### src/rtl/fifo_pixel_unpack_pkg.sv
// Shared helpers for the pixel unpacker: width derivation for the word-index counter.
// Latency: n/a (package only, no logic).
// Backpressure: n/a.
package fifo_pixel_unpack_pkg;

  // Width of a counter that indexes PPW pixels within a word; never below 1 bit
  // so a one-pixel-per-word configuration still gets a legal vector.
  function automatic int pix_idx_width(input int ppw);
    return (ppw > 1) ? $clog2(ppw) : 1;
  endfunction

endpackage

### src/rtl/fifo_pixel_unpack.sv
// Unpacks WW-bit FIFO words into a PW-bit pixel stream with an end-of-line marker.
// Latency: FIFO word pops the cycle it appears (if nothing held); first pixel valid next cycle.
// Backpressure: while o_valid && !i_ready the pixel and o_last hold and no word is popped.
//
// Ports:
//   i_clk, i_reset_n         clock, asynchronous active-low reset
//   i_sync                   synchronous frame restart (drops held word, zeroes position)
//   i_line_pixels            pixels per line, 0 encodes 2^LGLINE; latched at line boundaries
//   i_fifo_empty/_data       FIFO asynchronous-read head; o_fifo_rd pops it
//   o_valid/i_ready          pixel handshake; o_pixel data, o_last marks end of line
module fifo_pixel_unpack
  import fifo_pixel_unpack_pkg::*;
#(
  parameter int WW     = 32,
  parameter int PW     = 8,
  parameter int LGLINE = 11
) (
  input  logic              i_clk,
  input  logic              i_reset_n,
  input  logic              i_sync,
  input  logic [LGLINE-1:0] i_line_pixels,
  input  logic              i_fifo_empty,
  input  logic [WW-1:0]     i_fifo_data,
  output logic              o_fifo_rd,
  output logic              o_valid,
  input  logic              i_ready,
  output logic [PW-1:0]     o_pixel,
  output logic              o_last
);

  localparam int PPW = WW / PW;
  localparam int IW  = pix_idx_width(PPW);
  localparam logic [IW-1:0] LAST_IDX = IW'(PPW - 1);

  if (((WW % PW) != 0) || (PPW < 1)) begin : g_bad_cfg
    $error("fifo_pixel_unpack: WW must be a non-zero integer multiple of PW");
  end

  logic [WW-1:0]     r_word;
  logic              r_valid;
  logic [IW-1:0]     r_widx;
  logic [LGLINE-1:0] r_xpos;
  logic [LGLINE-1:0] r_len;

  logic [LGLINE-1:0] len_m1;
  logic              accept;
  logic              last_px;
  logic              word_end;
  logic              line_end;

  // Modular subtraction makes r_len == 0 mean a full 2^LGLINE-pixel line.
  assign len_m1   = r_len - LGLINE'(1);
  assign last_px  = r_valid && (r_xpos == len_m1);
  assign accept   = r_valid && i_ready;
  // A line end also ends the word: every line starts on a word boundary.
  assign word_end = accept && ((r_widx == LAST_IDX) || last_px);
  assign line_end = accept && last_px;

  // Popping in the same cycle as the final accept keeps the stream bubble-free.
  assign o_fifo_rd = i_reset_n && !i_fifo_empty && !i_sync && (!r_valid || word_end);

  assign o_valid = r_valid;
  assign o_pixel = r_word[PW-1:0];
  assign o_last  = last_px;

  always_ff @(posedge i_clk or negedge i_reset_n) begin
    if (!i_reset_n) begin
      r_word  <= '0;
      r_valid <= 1'b0;
      r_widx  <= '0;
      r_xpos  <= '0;
      r_len   <= '0;
    end else if (i_sync) begin
      r_valid <= 1'b0;
      r_widx  <= '0;
      r_xpos  <= '0;
    end else begin
      if (o_fifo_rd) begin
        r_word  <= i_fifo_data;
        r_widx  <= '0;
        r_valid <= 1'b1;
      end else if (word_end) begin
        r_word  <= r_word >> PW;
        r_widx  <= '0;
        r_valid <= 1'b0;
      end else if (accept) begin
        r_word  <= r_word >> PW;
        r_widx  <= r_widx + IW'(1);
      end

      if (line_end) begin
        r_xpos <= '0;
      end else if (accept) begin
        r_xpos <= r_xpos + LGLINE'(1);
      end

      // Length is sampled only at a line boundary: either idle at position 0, or
      // the cycle the last pixel of a line is taken (covers back-to-back lines).
      if (((r_xpos == '0) && !r_valid) || line_end) begin
        r_len <= i_line_pixels;
      end
    end
  end

endmodule

### config.mk
export PLATFORM = sky130hd
export DESIGN_NAME = fifo_pixel_unpack
export DESIGN_NICKNAME = d
export VERILOG_FILES = /design/src/rtl/fifo_pixel_unpack_pkg.sv /design/src/rtl/fifo_pixel_unpack.sv
export SDC_FILE = /design/constraint.sdc
export NUM_CORES = 1
export LEC_CHECK = 0
export CAP_MARGIN = 20
export CORE_MARGIN = 5
export CORE_UTILIZATION = 55
export CTS_CLUSTER_SIZE = 20
export DETAILED_ROUTE_END_ITERATION = 10
export PLACE_DENSITY_LB_ADDON = 0.12
export SETUP_SLACK_MARGIN = 0.15
export SLEW_MARGIN = 20
export SYNTH_ARGS = -nofsm -noshare
export SYNTH_HDL_FRONTEND = slang
export SYNTH_SLANG_ARGS = --single-unit
### constraint.sdc
create_clock -name i_clk -period 4.32 [get_ports i_clk]
set_input_delay 1.296 -clock i_clk [delete_from_list [all_inputs] [get_ports i_clk]]
set_output_delay 1.296 -clock i_clk [all_outputs]
set_load 0.01 [all_outputs]
==> flow_summary.rst <==
.. list-table::
   :header-rows: 1

   * - Metric
     - Value
   * - H-tree Lvls
     - 3
   * - Post-placement cell count
     - 584
   * - Final weighted congestion in routability-driven placement
     - 0.8929
   * - Clock tree from TritonCTS
     - done
   * - Met2 wire length
     - 4.418 mm
   * - Total of endpoints with negative setup slack in the final report
     - 0
   * - Worst setup slack after layout
     - 257.8 ps
   * - Count of flip-flops with a built-in enable after synthesis
     - 0
   * - Cell leakage power
     - 1.927 nW
   * - Max-cap violations
     - 0
   * - Synthesis-stage register bit count
     - 57
   * - Max frequency
     - 246.2 MHz
   * - Global-route wire length before repair
     - 17.05 mm
   * - Clock network latency to the later pin of the worst-skew pair
     - 340 ps
   * - WP data arrival
     - 2770 ps
   * - Peak supply drop
     - 0.0001684 V
   * - Largest net degree at the start of global routing
     - 58
   * - Setup repair after global routing missed its margin
     - false
   * - Top area cells in the synthesized netlist
     - sky130_fd_sc_hd__dfrtp_1 (36%), sky130_fd_sc_hd__o221a_2 (5.7%), sky130_fd_sc_hd__nor2_1 (5.2%)
   * - Die W
     - 94.49 microns
   * - Tmin final
     - 4062 ps
   * - Rows
     - 30
   * - Max FO, Critical Path
     - 8
   * - Net count of the finished layout
     - 552
   * - Number of max-slew violations in the final report
     - 0
   * - Most instantiated library cell after synthesis
     - sky130_fd_sc_hd__dfrtp_1
   * - Iter 0 DRT Violations
     - 275
   * - Initial cell density of the core
     - 57.16%
   * - Ant diodes
     - 0
   * - Portion of the post-synthesis area used by sequential elements
     - 36.33%
   * - Top cells by count, synth
     - sky130_fd_sc_hd__dfrtp_1 (57), sky130_fd_sc_hd__nor2_1 (54), sky130_fd_sc_hd__nand2_1 (45)
   * - Post-synthesis adder-cell area fraction
     - 1.275%
   * - Half-perimeter wire length after detailed placement
     - 6.983 mm
   * - Slowest stage delay, CP
     - 520 ps
   * - Clock root buffer master
     - sky130_fd_sc_hd__clkbuf_8
   * - Number of nets with antenna violations after routing
     - 0
   * - Power density cells
     - 371.0 nW/um^2
   * - Crit path required time
     - 3020 ps
   * - Post-synth net total
     - 513
   * - Final clock period utilization by the worst path
     - 94.03%
   * - Number of distinct library cells after synthesis
     - 55
   * - Outcome
     - completed
   * - Post-Route Skew
     - 10.63 ps
   * - Via count of the first global-routing pass
     - 3508
   * - Number of antenna violations at the first check in global routing
     - 0
   * - Via density per instance
     - 6.161
   * - Post-synthesis average cell area
     - 8.517 sq um
   * - Area share of the largest cell type after synthesis
     - 36.33%
   * - DR pass1 iterations
     - 5
   * - Crit path max-delay cell type
     - sky130_fd_sc_hd__or4_4
   * - Parity-gate share of the synthesized area counting xor and xnor cells
     - 2.231%
   * - Leading area contributor after synthesis
     - sky130_fd_sc_hd__dfrtp_1
   * - Highest routed layer
     - met4
   * - Number of failing hold endpoints at the final stage
     - 0
   * - Routed met1 length
     - 5.167 mm
   * - Core Util, Final
     - 68.74%
   * - Maximum clock path buffer count
     - 2
   * - Mux contribution to synthesized area
     - 0.2868%
   * - Placeable core area
     - 6869 sq um
   * - DR WL/cell
     - 17.06 microns
   * - Share of final-layout standard cells stronger than drive strength 1
     - 15.45%
   * - Cts hold-fix bufs
     - 0
   * - Actual slew at the worst max-slew pin
     - 760.8 ps
   * - Post-Syn Area
     - 3926 sq um
   * - Number of buffers inserted to repair setup after CTS
     - 0
   * - Cell count after synthesis
     - 461
   * - Floorplan die area
     - 8928 sq um
   * - Drt drc
     - 0
   * - List of cells traversed by the critical path
     - inv_1, ha_2, or3b_2, or4_4, nand3_2, nand2b_4, nand4_2, nand2_1, clkdlybuf4s15_1
   * - Synthesis-to-finish area growth
     - 20.27%
   * - Critical path class
     - flop to primary output
   * - Post-Place Setup Slack
     - -33.90 ps
   * - Gr ovfl total
     - 0
   * - Total clock buffers created by CTS
     - 9
   * - Capturing element type of the critical path
     - primary output
   * - Wirelength, routed
     - 10.25 mm
   * - Synth warn
     - 0
   * - Top FF cell, synth
     - sky130_fd_sc_hd__dfrtp_1
   * - Clock Pin Slew Worst Setup and Hold Paths
     - 60 ps
   * - Element type at the critical path start
     - flop
   * - Global-route total usage across every layer
     - 23.86%
   * - Routed length on met3
     - 530 microns
   * - Combinational family with the most area after synthesis
     - simple AND/OR/NAND/NOR gates
   * - Gates resized, CTS repair
     - 5
   * - I/O Pins
     - 59
   * - Sink Count
     - 57
   * - Slew margin rel.
     - 49.28%
   * - Post-synthesis compound-gate area fraction
     - 24.09%
   * - Vias after detailed routing
     - 3703
   * - Input/output buffers
     - 58
   * - Tightest Hold Check Type
     - flop to flop
   * - Number of non-filler instances in the completed layout
     - 601
   * - Ys async rst share
     - 100.0%
   * - Floorplan die height
     - 94.49 microns
   * - Post-Synth Simple-Gate Area
     - 27.69%
-- critical path: cells and delay by family (launching register included) --
kind                     cells  cell delay [ps]
buffers and inverters        2              340
flip-flops                   1              380
adder cells (fa/ha/maj)      1              230
AND/OR/NAND/NOR              6             1490
-- layout make-up --
class,count,area [sq um]
Clock buffer,11,141.4
Clock inverter,5,55.05
Fill cell,563,2147
Inverter,9,33.78
Multi-Input combinational cell,343,2202
Sequential cell,57,1426
Tap cell,96,120.1
Timing Repair Buffer,80,743.2
-- placed cells by master (no fill, tap or decap), drive strengths merged, types with 2 or more instances in the layout --
| master | count |
|---|---|
| and2 | 2 |
| o21a | 2 |
| o221ai | 2 |
| inv | 9 |
| xnor2 | 5 |
| o21ai | 11 |
| clkbuf | 11 |
| o2bb2ai | 2 |
| a31oi | 10 |
| nor3 | 9 |
| and3 | 6 |
| or4 | 3 |
| clkinv | 2 |
| a21oi | 11 |
| or2 | 3 |
| clkinvlp | 2 |
| clkdlybuf4s50 | 55 |
| nor4 | 17 |
| dfrtp | 57 |
| xor2 | 5 |
| nand2b | 14 |
| or3 | 3 |
| o211ai | 26 |
| nand4 | 5 |
| nand2 | 45 |
| nor3b | 2 |
| and3b | 2 |
| nand3 | 18 |
| nor2 | 54 |
| nor2b | 5 |
| o221a | 24 |
| or3b | 13 |
| buf | 23 |
| ha | 4 |
| o22ai | 29 |
-- sequential cells by signal, summed over array words and instances, names as in the netlist --
register and count:
r_len 11, r_word 32, r_xpos 11, o_valid 1, r_widx 2
-- metrics by stage --
stage	hold slack (ps)	area (sq um)	total power [mW]	setup TNS, ps
2_1_floorplan	463.6	3926	1.089	0
3_3_place_gp	488.9	4499	1.221	-30.92
3_5_place_dp	500.9	4499	1.246	-33.90
4_1_cts	511.6	4705	1.753	0
5_1_grt	529.6	4722	1.845	0
6_report	510.0	4722	1.752	0
-- report_power, final --
group	leakage (nW)	internal (mW)	switching, mW
Combinational	1.13	0.286	0.225
Sequential	0.699	0.628	0.106
Clock	0.0953	0.280	0.227
Total	1.93	1.19	0.558
-- path summary, 6_finish.rpt --
| check | start | to | slack (ps) | cells after the start |
|---|---|---|---|---|
| hold / removal | r_widx[0] | r_widx[0] | 510 | 1 |
| min in group asynchronous | i_reset_n | r_len[8] | 1130 | 2 |
| hold reg to reg | r_widx[0] | r_widx[0] | 510 | 1 |
| setup reg to reg | r_len[0] | r_word[16] | 1350 | 9 |
| max in group asynchronous | i_reset_n | r_word[18] | 2670 | 2 |
| setup / recovery | r_len[0] | o_fifo_rd | 260 | 9 |
-- routing by layer --
| layer | vias up | global-route usage (%) |
|---|---|---|
| li1 | 1787 | - |
| met4 | 0 | 7.572 |
| met2 | 115 | 34.69 |
| met5 | - | 0 |
| met3 | 13 | 3.426 |
| met1 | 1788 | 36.37 |
-- cell families (layout without fill, tap and decap cells) --
group | after synthesis | after routing
flops | 57 | 57
fa+ha+maj | 4 | 4
buf+inv | 61 | 105
simple gates | 204 | 204
mux | 1 | 1
xor+xnor | 10 | 10
compound gates | 124 | 124
Note: power is estimated with default switching activity, not from simulation.
